===== src/rtl/dispatch_scheduler_pkg.sv =====
// Shared types and the round-robin selection helper for the dispatch scheduler.
package dispatch_pkg;

    localparam int unsigned NT  = 4;
    localparam int unsigned IDW = 6;
    localparam int unsigned PW  = $clog2(NT);

    typedef enum logic [1:0] {IDLE, HDR, BODY} state_e;

    typedef struct packed {
        logic          valid;
        logic [PW-1:0] idx;
    } pick_t;

    // First eligible index at or after ptr, wrapping mod NT (NT is a power of two).
    function automatic pick_t rr_pick(input logic [NT-1:0] eligible, input logic [PW-1:0] ptr);
        pick_t         res;
        logic [PW-1:0] cand;
        res = '0;
        for (int unsigned k = 0; k < NT; k++) begin
            cand = ptr + PW'(k);
            if (!res.valid && eligible[cand]) begin
                res.valid = 1'b1;
                res.idx   = cand;
            end
        end
        return res;
    endfunction

endpackage


===== src/rtl/dispatch_scheduler_if.sv =====
// AXI-stream style packet channel shared by the upstream and downstream sides.
interface dispatch_scheduler_if #(parameter int unsigned BW = 32);

    localparam int unsigned BWB = BW / 8;

    logic           TVALID;
    logic           TREADY;
    logic [BW-1:0]  TDATA;
    logic [BWB-1:0] TKEEP;
    logic           TLAST;

    modport master (output TVALID, TDATA, TKEEP, TLAST, input TREADY);
    modport slave  (input TVALID, TDATA, TKEEP, TLAST, output TREADY);

endinterface


===== src/rtl/dispatch_scheduler_credit_counter.sv =====
// Per-tile outstanding-packet credit counter with a sticky overflow flag.
module credit_counter #(
    parameter int unsigned MAX_OUT = 4,
    parameter int unsigned CW      = $clog2(MAX_OUT + 1)
) (
    input  logic          clk_line,
    input  logic          clk_line_rst_high,
    input  logic          inc_i,
    input  logic          dec_i,
    output logic [CW-1:0] count_o,
    output logic          ovf_o
);

    localparam logic [CW-1:0] MAX_C = CW'(MAX_OUT);

    logic [CW-1:0] count_q, count_d;
    logic          ovf_q, ovf_d;

    // Simultaneous return and consume cancel out.
    always_comb begin
        count_d = count_q;
        ovf_d   = ovf_q;
        if (inc_i && !dec_i) begin
            if (count_q == MAX_C) begin
                ovf_d = 1'b1;
            end else begin
                count_d = count_q + CW'(1);
            end
        end else if (dec_i && !inc_i && (count_q != '0)) begin
            count_d = count_q - CW'(1);
        end
    end

    always_ff @(posedge clk_line or posedge clk_line_rst_high) begin
        if (clk_line_rst_high) begin
            count_q <= MAX_C;
            ovf_q   <= 1'b0;
        end else begin
            count_q <= count_d;
            ovf_q   <= ovf_d;
        end
    end

    assign count_o = count_q;
    assign ovf_o   = ovf_q;

endmodule


===== src/rtl/dispatch_scheduler.sv =====
// Packet scheduler: round-robin tile pick per packet, destination rewrite on the
// first beat, atomic pass-through of the rest, credit-limited per tile.
module dispatch_scheduler
    import dispatch_pkg::*;
#(
    parameter int unsigned          BW       = 32,
    parameter int unsigned          BWB      = BW / 8,
    parameter int unsigned          DEST_LSB = 0,
    parameter logic [IDW*NT-1:0]    TILE_IDS = {6'd4, 6'd3, 6'd2, 6'd1},
    parameter int unsigned          MAX_OUT  = 4,
    parameter int unsigned          CW       = $clog2(MAX_OUT + 1)
) (
    input  logic                  clk_line,
    input  logic                  clk_line_rst_high,
    dispatch_scheduler_if.slave   s,
    dispatch_scheduler_if.master  m,
    input  logic [NT-1:0]         tile_enable,
    input  logic [NT-1:0]         tile_done,
    output logic [NT*CW-1:0]      credits,
    output logic                  busy,
    output logic                  err_credit_ovf
);

    state_e        state_q, state_d;
    logic [PW-1:0] sel_q, sel_d;
    logic [PW-1:0] rr_ptr_q, rr_ptr_d;

    logic [CW-1:0]  cnt [NT];
    logic [NT-1:0]  ovf;
    logic [NT-1:0]  eligible;
    logic [NT-1:0]  dec_c;
    pick_t          pick;
    logic [IDW-1:0] tile_id;
    logic [BW-1:0]  hdr_data;
    logic [BWB-1:0] keep_c;

    for (genvar g = 0; g < NT; g++) begin : g_credit
        credit_counter #(.MAX_OUT(MAX_OUT), .CW(CW)) u_credit (
            .clk_line          (clk_line),
            .clk_line_rst_high (clk_line_rst_high),
            .inc_i             (tile_done[g]),
            .dec_i             (dec_c[g]),
            .count_o           (cnt[g]),
            .ovf_o             (ovf[g])
        );
        assign credits[g*CW +: CW] = cnt[g];
        assign eligible[g]         = tile_enable[g] && (cnt[g] != '0);
    end

    assign pick           = rr_pick(eligible, rr_ptr_q);
    assign tile_id        = TILE_IDS[32'(sel_q)*IDW +: IDW];
    assign keep_c         = s.TKEEP;
    assign busy           = (state_q != IDLE);
    assign err_credit_ovf = |ovf;

    // First beat carries the selected tile's ID in its destination field.
    always_comb begin
        hdr_data                     = s.TDATA;
        hdr_data[DEST_LSB +: IDW]    = tile_id;
    end

    always_comb begin
        state_d  = state_q;
        sel_d    = sel_q;
        rr_ptr_d = rr_ptr_q;
        dec_c    = '0;
        s.TREADY = 1'b0;
        m.TVALID = 1'b0;
        m.TDATA  = s.TDATA;
        m.TKEEP  = keep_c;
        m.TLAST  = s.TLAST;
        case (state_q)
            IDLE: begin
                if (s.TVALID && pick.valid) begin
                    sel_d   = pick.idx;
                    state_d = HDR;
                end
            end
            HDR: begin
                m.TVALID = s.TVALID;
                s.TREADY = m.TREADY;
                m.TDATA  = hdr_data;
                if (s.TVALID && m.TREADY) begin
                    dec_c[sel_q] = 1'b1;
                    rr_ptr_d     = sel_q + PW'(1);
                    state_d      = s.TLAST ? IDLE : BODY;
                end
            end
            BODY: begin
                m.TVALID = s.TVALID;
                s.TREADY = m.TREADY;
                if (s.TVALID && m.TREADY && s.TLAST) begin
                    state_d = IDLE;
                end
            end
            default: state_d = IDLE;
        endcase
    end

    always_ff @(posedge clk_line or posedge clk_line_rst_high) begin
        if (clk_line_rst_high) begin
            state_q  <= IDLE;
            sel_q    <= '0;
            rr_ptr_q <= '0;
        end else begin
            state_q  <= state_d;
            sel_q    <= sel_d;
            rr_ptr_q <= rr_ptr_d;
        end
    end

endmodule


===== src/flat_wrapper.sv =====
// flat-port wrapper written by rule: the top's interface ports become plain ports
module dispatch_scheduler_flat import dispatch_pkg::*;
#(
    parameter int unsigned          BW       = 32,
    parameter int unsigned          BWB      = BW / 8,
    parameter int unsigned          DEST_LSB = 0,
    parameter logic [IDW*NT-1:0]    TILE_IDS = {6'd4, 6'd3, 6'd2, 6'd1},
    parameter int unsigned          MAX_OUT  = 4,
    parameter int unsigned          CW       = $clog2(MAX_OUT + 1)
)
  (clk_line, clk_line_rst_high, tile_enable, tile_done, credits, busy, err_credit_ovf, s_TVALID, s_TDATA, s_TKEEP, s_TLAST, s_TREADY, m_TVALID, m_TDATA, m_TKEEP, m_TLAST, m_TREADY);
  dispatch_scheduler_if #(.BW(BW)) s_i ();
  dispatch_scheduler_if #(.BW(BW)) m_i ();
  input  logic clk_line;
  input  logic clk_line_rst_high;
  input  logic [NT-1:0] tile_enable;
  input  logic [NT-1:0] tile_done;
  output logic [NT*CW-1:0] credits;
  output logic busy;
  output logic err_credit_ovf;
  input wire logic [$bits(s_i.TVALID)-1:0] s_TVALID;
  input wire logic [$bits(s_i.TDATA)-1:0] s_TDATA;
  input wire logic [$bits(s_i.TKEEP)-1:0] s_TKEEP;
  input wire logic [$bits(s_i.TLAST)-1:0] s_TLAST;
  output wire logic [$bits(s_i.TREADY)-1:0] s_TREADY;
  output wire logic [$bits(m_i.TVALID)-1:0] m_TVALID;
  output wire logic [$bits(m_i.TDATA)-1:0] m_TDATA;
  output wire logic [$bits(m_i.TKEEP)-1:0] m_TKEEP;
  output wire logic [$bits(m_i.TLAST)-1:0] m_TLAST;
  input wire logic [$bits(m_i.TREADY)-1:0] m_TREADY;
  assign s_i.TVALID = s_TVALID;
  assign s_i.TDATA = s_TDATA;
  assign s_i.TKEEP = s_TKEEP;
  assign s_i.TLAST = s_TLAST;
  assign s_TREADY = s_i.TREADY;
  assign m_TVALID = m_i.TVALID;
  assign m_TDATA = m_i.TDATA;
  assign m_TKEEP = m_i.TKEEP;
  assign m_TLAST = m_i.TLAST;
  assign m_i.TREADY = m_TREADY;
  dispatch_scheduler #(.BW(BW), .BWB(BWB), .DEST_LSB(DEST_LSB), .TILE_IDS(TILE_IDS), .MAX_OUT(MAX_OUT), .CW(CW)) u_core (.clk_line(clk_line), .clk_line_rst_high(clk_line_rst_high), .s(s_i), .m(m_i), .tile_enable(tile_enable), .tile_done(tile_done), .credits(credits), .busy(busy), .err_credit_ovf(err_credit_ovf));
endmodule

===== config.mk =====
export PLATFORM = sky130hd
export DESIGN_NAME = dispatch_scheduler_flat
export DESIGN_NICKNAME = d
export VERILOG_FILES = /design/src/rtl/dispatch_scheduler_pkg.sv /design/src/rtl/dispatch_scheduler_if.sv /design/src/rtl/dispatch_scheduler_credit_counter.sv /design/src/rtl/dispatch_scheduler.sv /design/src/flat_wrapper.sv
export SDC_FILE = /design/constraint.sdc
export NUM_CORES = 1
export LEC_CHECK = 0
export CAP_MARGIN = 25
export CORE_ASPECT_RATIO = 1.5
export CORE_MARGIN = 2
export CORE_UTILIZATION = 40
export CTS_CLUSTER_DIAMETER = 200
export DETAILED_ROUTE_END_ITERATION = 7
export GPL_ROUTABILITY_DRIVEN = 0
export PLACE_DENSITY_LB_ADDON = 0.1
export SETUP_SLACK_MARGIN = 0.2
export SYNTH_ARGS = -nofsm -noshare
export SYNTH_HDL_FRONTEND = slang
export SYNTH_HIERARCHICAL = 1
export SYNTH_SLANG_ARGS = --single-unit
export TNS_END_PERCENT = 1

===== constraint.sdc =====
create_clock -name clk_line -period 3.3 [get_ports clk_line]
set_input_delay 0.33 -clock clk_line [delete_from_list [all_inputs] [get_ports clk_line]]
set_output_delay 0.33 -clock clk_line [all_outputs]
set_load 0.02 [all_outputs]

==> impl_results.md <==
- Number of nets with antenna violations after detailed routing: 0
- Share of the synthesized area in the top cell type: between 20% and 30%
- Number of enable flip-flop cells after synthesis: 0
- Peak fanout along the critical path: 11
- Worst IR drop on VDD: 0.3254 mV
- Net count after synthesis: about 260
- Synth async-reset ratio: 100.0%
- Post-detail-place hpwl: 3267 microns
- Global-route usage over all layers: 16.52%
- Library cell with the largest summed area after synthesis: sky130_fd_sc_hd__dfrtp_1
- Placeable Area: about 4500 sq um
- Final-report hold violation count: 0
- LEAKAGE: 0.8903 nW
- First-pass GRT wire length: around 6700 microns
- Total wire length: 4090 microns
- Most used cells in the layout excluding fill and tap cells: sky130_fd_sc_hd__clkdlybuf4s50_1, sky130_fd_sc_hd__dfrtp_1, sky130_fd_sc_hd__inv_1
- Sink Count: 22
- Worst skew pair latency: 260 ps
- Final total negative setup slack: 0 ps
- Number of detailed-route iterations in the first pass: 4
- Quantity of I/O buffers inserted on ports: 41
- Met2 wire len: 2085 microns
- CTS root buffer: sky130_fd_sc_hd__clkbuf_8
- Sequential-to-total area share from yosys stat: 29.46%
- Final critical-path share of the clock period: roughly 81%
- Leading cell types by total area after synthesis: sky130_fd_sc_hd__dfrtp_1, sky130_fd_sc_hd__buf_4, sky130_fd_sc_hd__dfstp_2, sky130_fd_sc_hd__ha_1, sky130_fd_sc_hd__fa_1
- Shortest clock period the worst path allows after layout: about 2700 ps
- Post-cts gate resize count: 0
- Met1 Routed Length: approximately 1600 microns
- Total global routing overflow: 0
- Met3 Wirelength: 307 microns
- Mean instance size in the synthesized netlist: 9.288 sq um
- Area enclosed by the die boundary: 5290 sq um
- CTS H-tree lvls: 1
- Setup bufs post-CTS: 0
- Number of unique standard cell types used by synthesis: 46
- Ratio of total power to cell area: slightly above 800 nW/um^2
- Detail-routed net length per standard cell: about 15 microns
- Largest clock skew in the final design: ~3.2 ps
- CTS buffer count: 3
- Gate count after technology mapping: 203
- Element type at the critical path end: flip-flop
- Crit path required time: ~3500 ps
- Number of fill cells: about 440
- Primary FF master, synth: sky130_fd_sc_hd__dfrtp_1
- Hold/Removal Path Class: input pin to asynchronous set/reset pin
- Via count of the first global-routing pass: 1511
- CTS clk-pin slew, worst paths: around 80 ps
- Max-slew headroom at the worst pin: 74.27%
- Layout Area Growth over Synthesis: 14.40%
- Maximum number of pins on one net before global-route repair: 12
- Number of synthesized register bits: 22
- RSZ-0062 raised after global routing: no
- Number of nets at the end of the flow: 274
- Antenna cells: 0
- Worst slack, placed: between 600 and 700 ps
- Total count of max-transition violations in the final report: 0
- Vias post-DR: about 1500
- Initial antenna violation count: 0
- Via density per instance: 5.261
- Initial core utilization: 41.52%
- Leading cell type in the layout, fill and taps excluded: sky130_fd_sc_hd__clkdlybuf4s50_1
- Number of remaining DRC errors: 0
- # Max-Cap Violations: 0
- Total of endpoints with negative setup slack in the final report: 0
- TritonCTS clock tree: yes
- Max Clk Rate: between 300 and 400 MHz
- Arr. time, crit path: between 2000 and 3000 ps
- Slew at the pin with the worst max-slew slack: 385.9 ps
- Maximum clock insertion buffer count: 2
- Height of the chip: 88.09 microns
- Outcome: complete, no violations
- Number of buffers inserted by hold repair at cts: 0
- Site Rows: 30
- Crit path kind: flip-flop to flip-flop
- Yosys warns: 6
- Startpoint type of the worst setup path: flip-flop
- Minimum setup slack in the final design: 624.6 ps
- Uppermost routed layer: met4
- Fraction of final layout cells with drive strength greater than 1: 10.38%
- Total I/O pin count: ~100
- Initial drt markers: between 40 and 50
- Die width: between 60 and 70 microns
- Cell area after synthesis: roughly 1900 sq um
-- sequential cells by signal, summed over array words and instances (netlist names) --
register / count
u_core/g_credit.u_credit/count_o: 12
u_core/g_credit.u_credit/ovf_o: 4
u_core/rr_ptr_q: 2
u_core/sel_q: 2
u_core/state_q: 2
-- kinds of logic (layout without fill, tap and decap cells) --
group                      after synthesis  after routing  share of synthesized area (%)
AOI/OAI and AO/OA                       48             48                          19.97
xor gates and xnor gates                12             12                          5.574
adders and majority gates               11             11                          8.892
buffers and inverters                   53             62                          17.38
DFF                                     22             22                          29.46
muxes                                    6              6                          3.517
and+or+nand+nor                         51             51                          15.20
-- Yosys cell counts (3+ instances only) --
master,count
sky130_fd_sc_hd__nor2b_1,3
sky130_fd_sc_hd__nand3b_1,3
sky130_fd_sc_hd__o21ai_0,10
sky130_fd_sc_hd__o311ai_1,3
sky130_fd_sc_hd__nand2_1,6
sky130_fd_sc_hd__xor2_1,8
sky130_fd_sc_hd__inv_1,17
sky130_fd_sc_hd__o22ai_1,4
sky130_fd_sc_hd__dfrtp_1,18
sky130_fd_sc_hd__buf_4,34
sky130_fd_sc_hd__ha_1,7
sky130_fd_sc_hd__fa_1,4
sky130_fd_sc_hd__mux2_2,5
sky130_fd_sc_hd__nor2_1,14
sky130_fd_sc_hd__o41ai_1,3
sky130_fd_sc_hd__dfstp_2,4
sky130_fd_sc_hd__o32ai_1,4
sky130_fd_sc_hd__a21boi_1,3
sky130_fd_sc_hd__xnor2_1,4
sky130_fd_sc_hd__and2_1,6
sky130_fd_sc_hd__nand2b_1,9
sky130_fd_sc_hd__a21oi_1,4
-- path summary, 6_finish.rpt --
kind	startpoint	end	slack [ps]	cells after the start
worst max-delay path	u_core/state_q[1]	u_core/g_credit[3].u_credit/count_o[2]	620	9
worst min-delay path	clk_line_rst_high	u_core/g_credit[0].u_credit/ovf_o	440	2
worst max register to register	u_core/state_q[1]	u_core/g_credit[3].u_credit/count_o[2]	620	9
worst min register to register	u_core/g_credit[1].u_credit/ovf_o	u_core/g_credit[1].u_credit/ovf_o	470	2
max in group asynchronous	clk_line_rst_high	u_core/g_credit[2].u_credit/count_o[2]	2630	2
min in group clk_line	u_core/g_credit[1].u_credit/ovf_o	u_core/g_credit[1].u_credit/ovf_o	470	2
-- routing by layer --
metal / global-route usage, % / up-vias
li1: - / 693
met1: 17.71 / 669
met2: 27.77 / 72
met3: 5.761 / 18
met4: 8.889 / 0
met5: 0 / -
-- area by class of cell --
class | count | area [sq um] | area share (%)
timing repair buffer | 41 | 410.4 | 19.03
clock buffer | 3 | 41.29 | 1.914
sequential | 22 | 555.5 | 25.75
multi-input combinational | 128 | 1002 | 46.46
tap | 64 | 80.08 | 3.712
inverter | 18 | 67.56 | 3.132
-- where the power goes --
group / switching [mW] / internal, mW
registers: 0.219 / 0.394
clock network: 0.0832 / 0.0814
logic: 0.503 / 0.496
-- critical path, cell delays in order (launching register included) --
cell and delay, ps:
sky130_fd_sc_hd__dfrtp_1 390, sky130_fd_sc_hd__inv_1 90, sky130_fd_sc_hd__ha_1 320, sky130_fd_sc_hd__and3_1 330
sky130_fd_sc_hd__and2_1 250, sky130_fd_sc_hd__nor2b_2 180, sky130_fd_sc_hd__inv_2 60, sky130_fd_sc_hd__fa_1 420
sky130_fd_sc_hd__or3_1 400, sky130_fd_sc_hd__a22oi_1 150
-- through the flow --
step                      utilization, %  cells  hold WS, ps  cell area, sq um  power, mW
after CTS                          47.49    276        457.4              2157      1.794
final                              47.49    276        440.7              2157      1.776
after floorplan                        -    203        95.36              1886      1.271
after detailed placement           46.58    273        453.3              2116      1.621
after global routing               47.49    276        478.5              2157      1.938
after global placement             46.58    273        455.8              2116      1.595
Power figures use the tool's default switching activity.
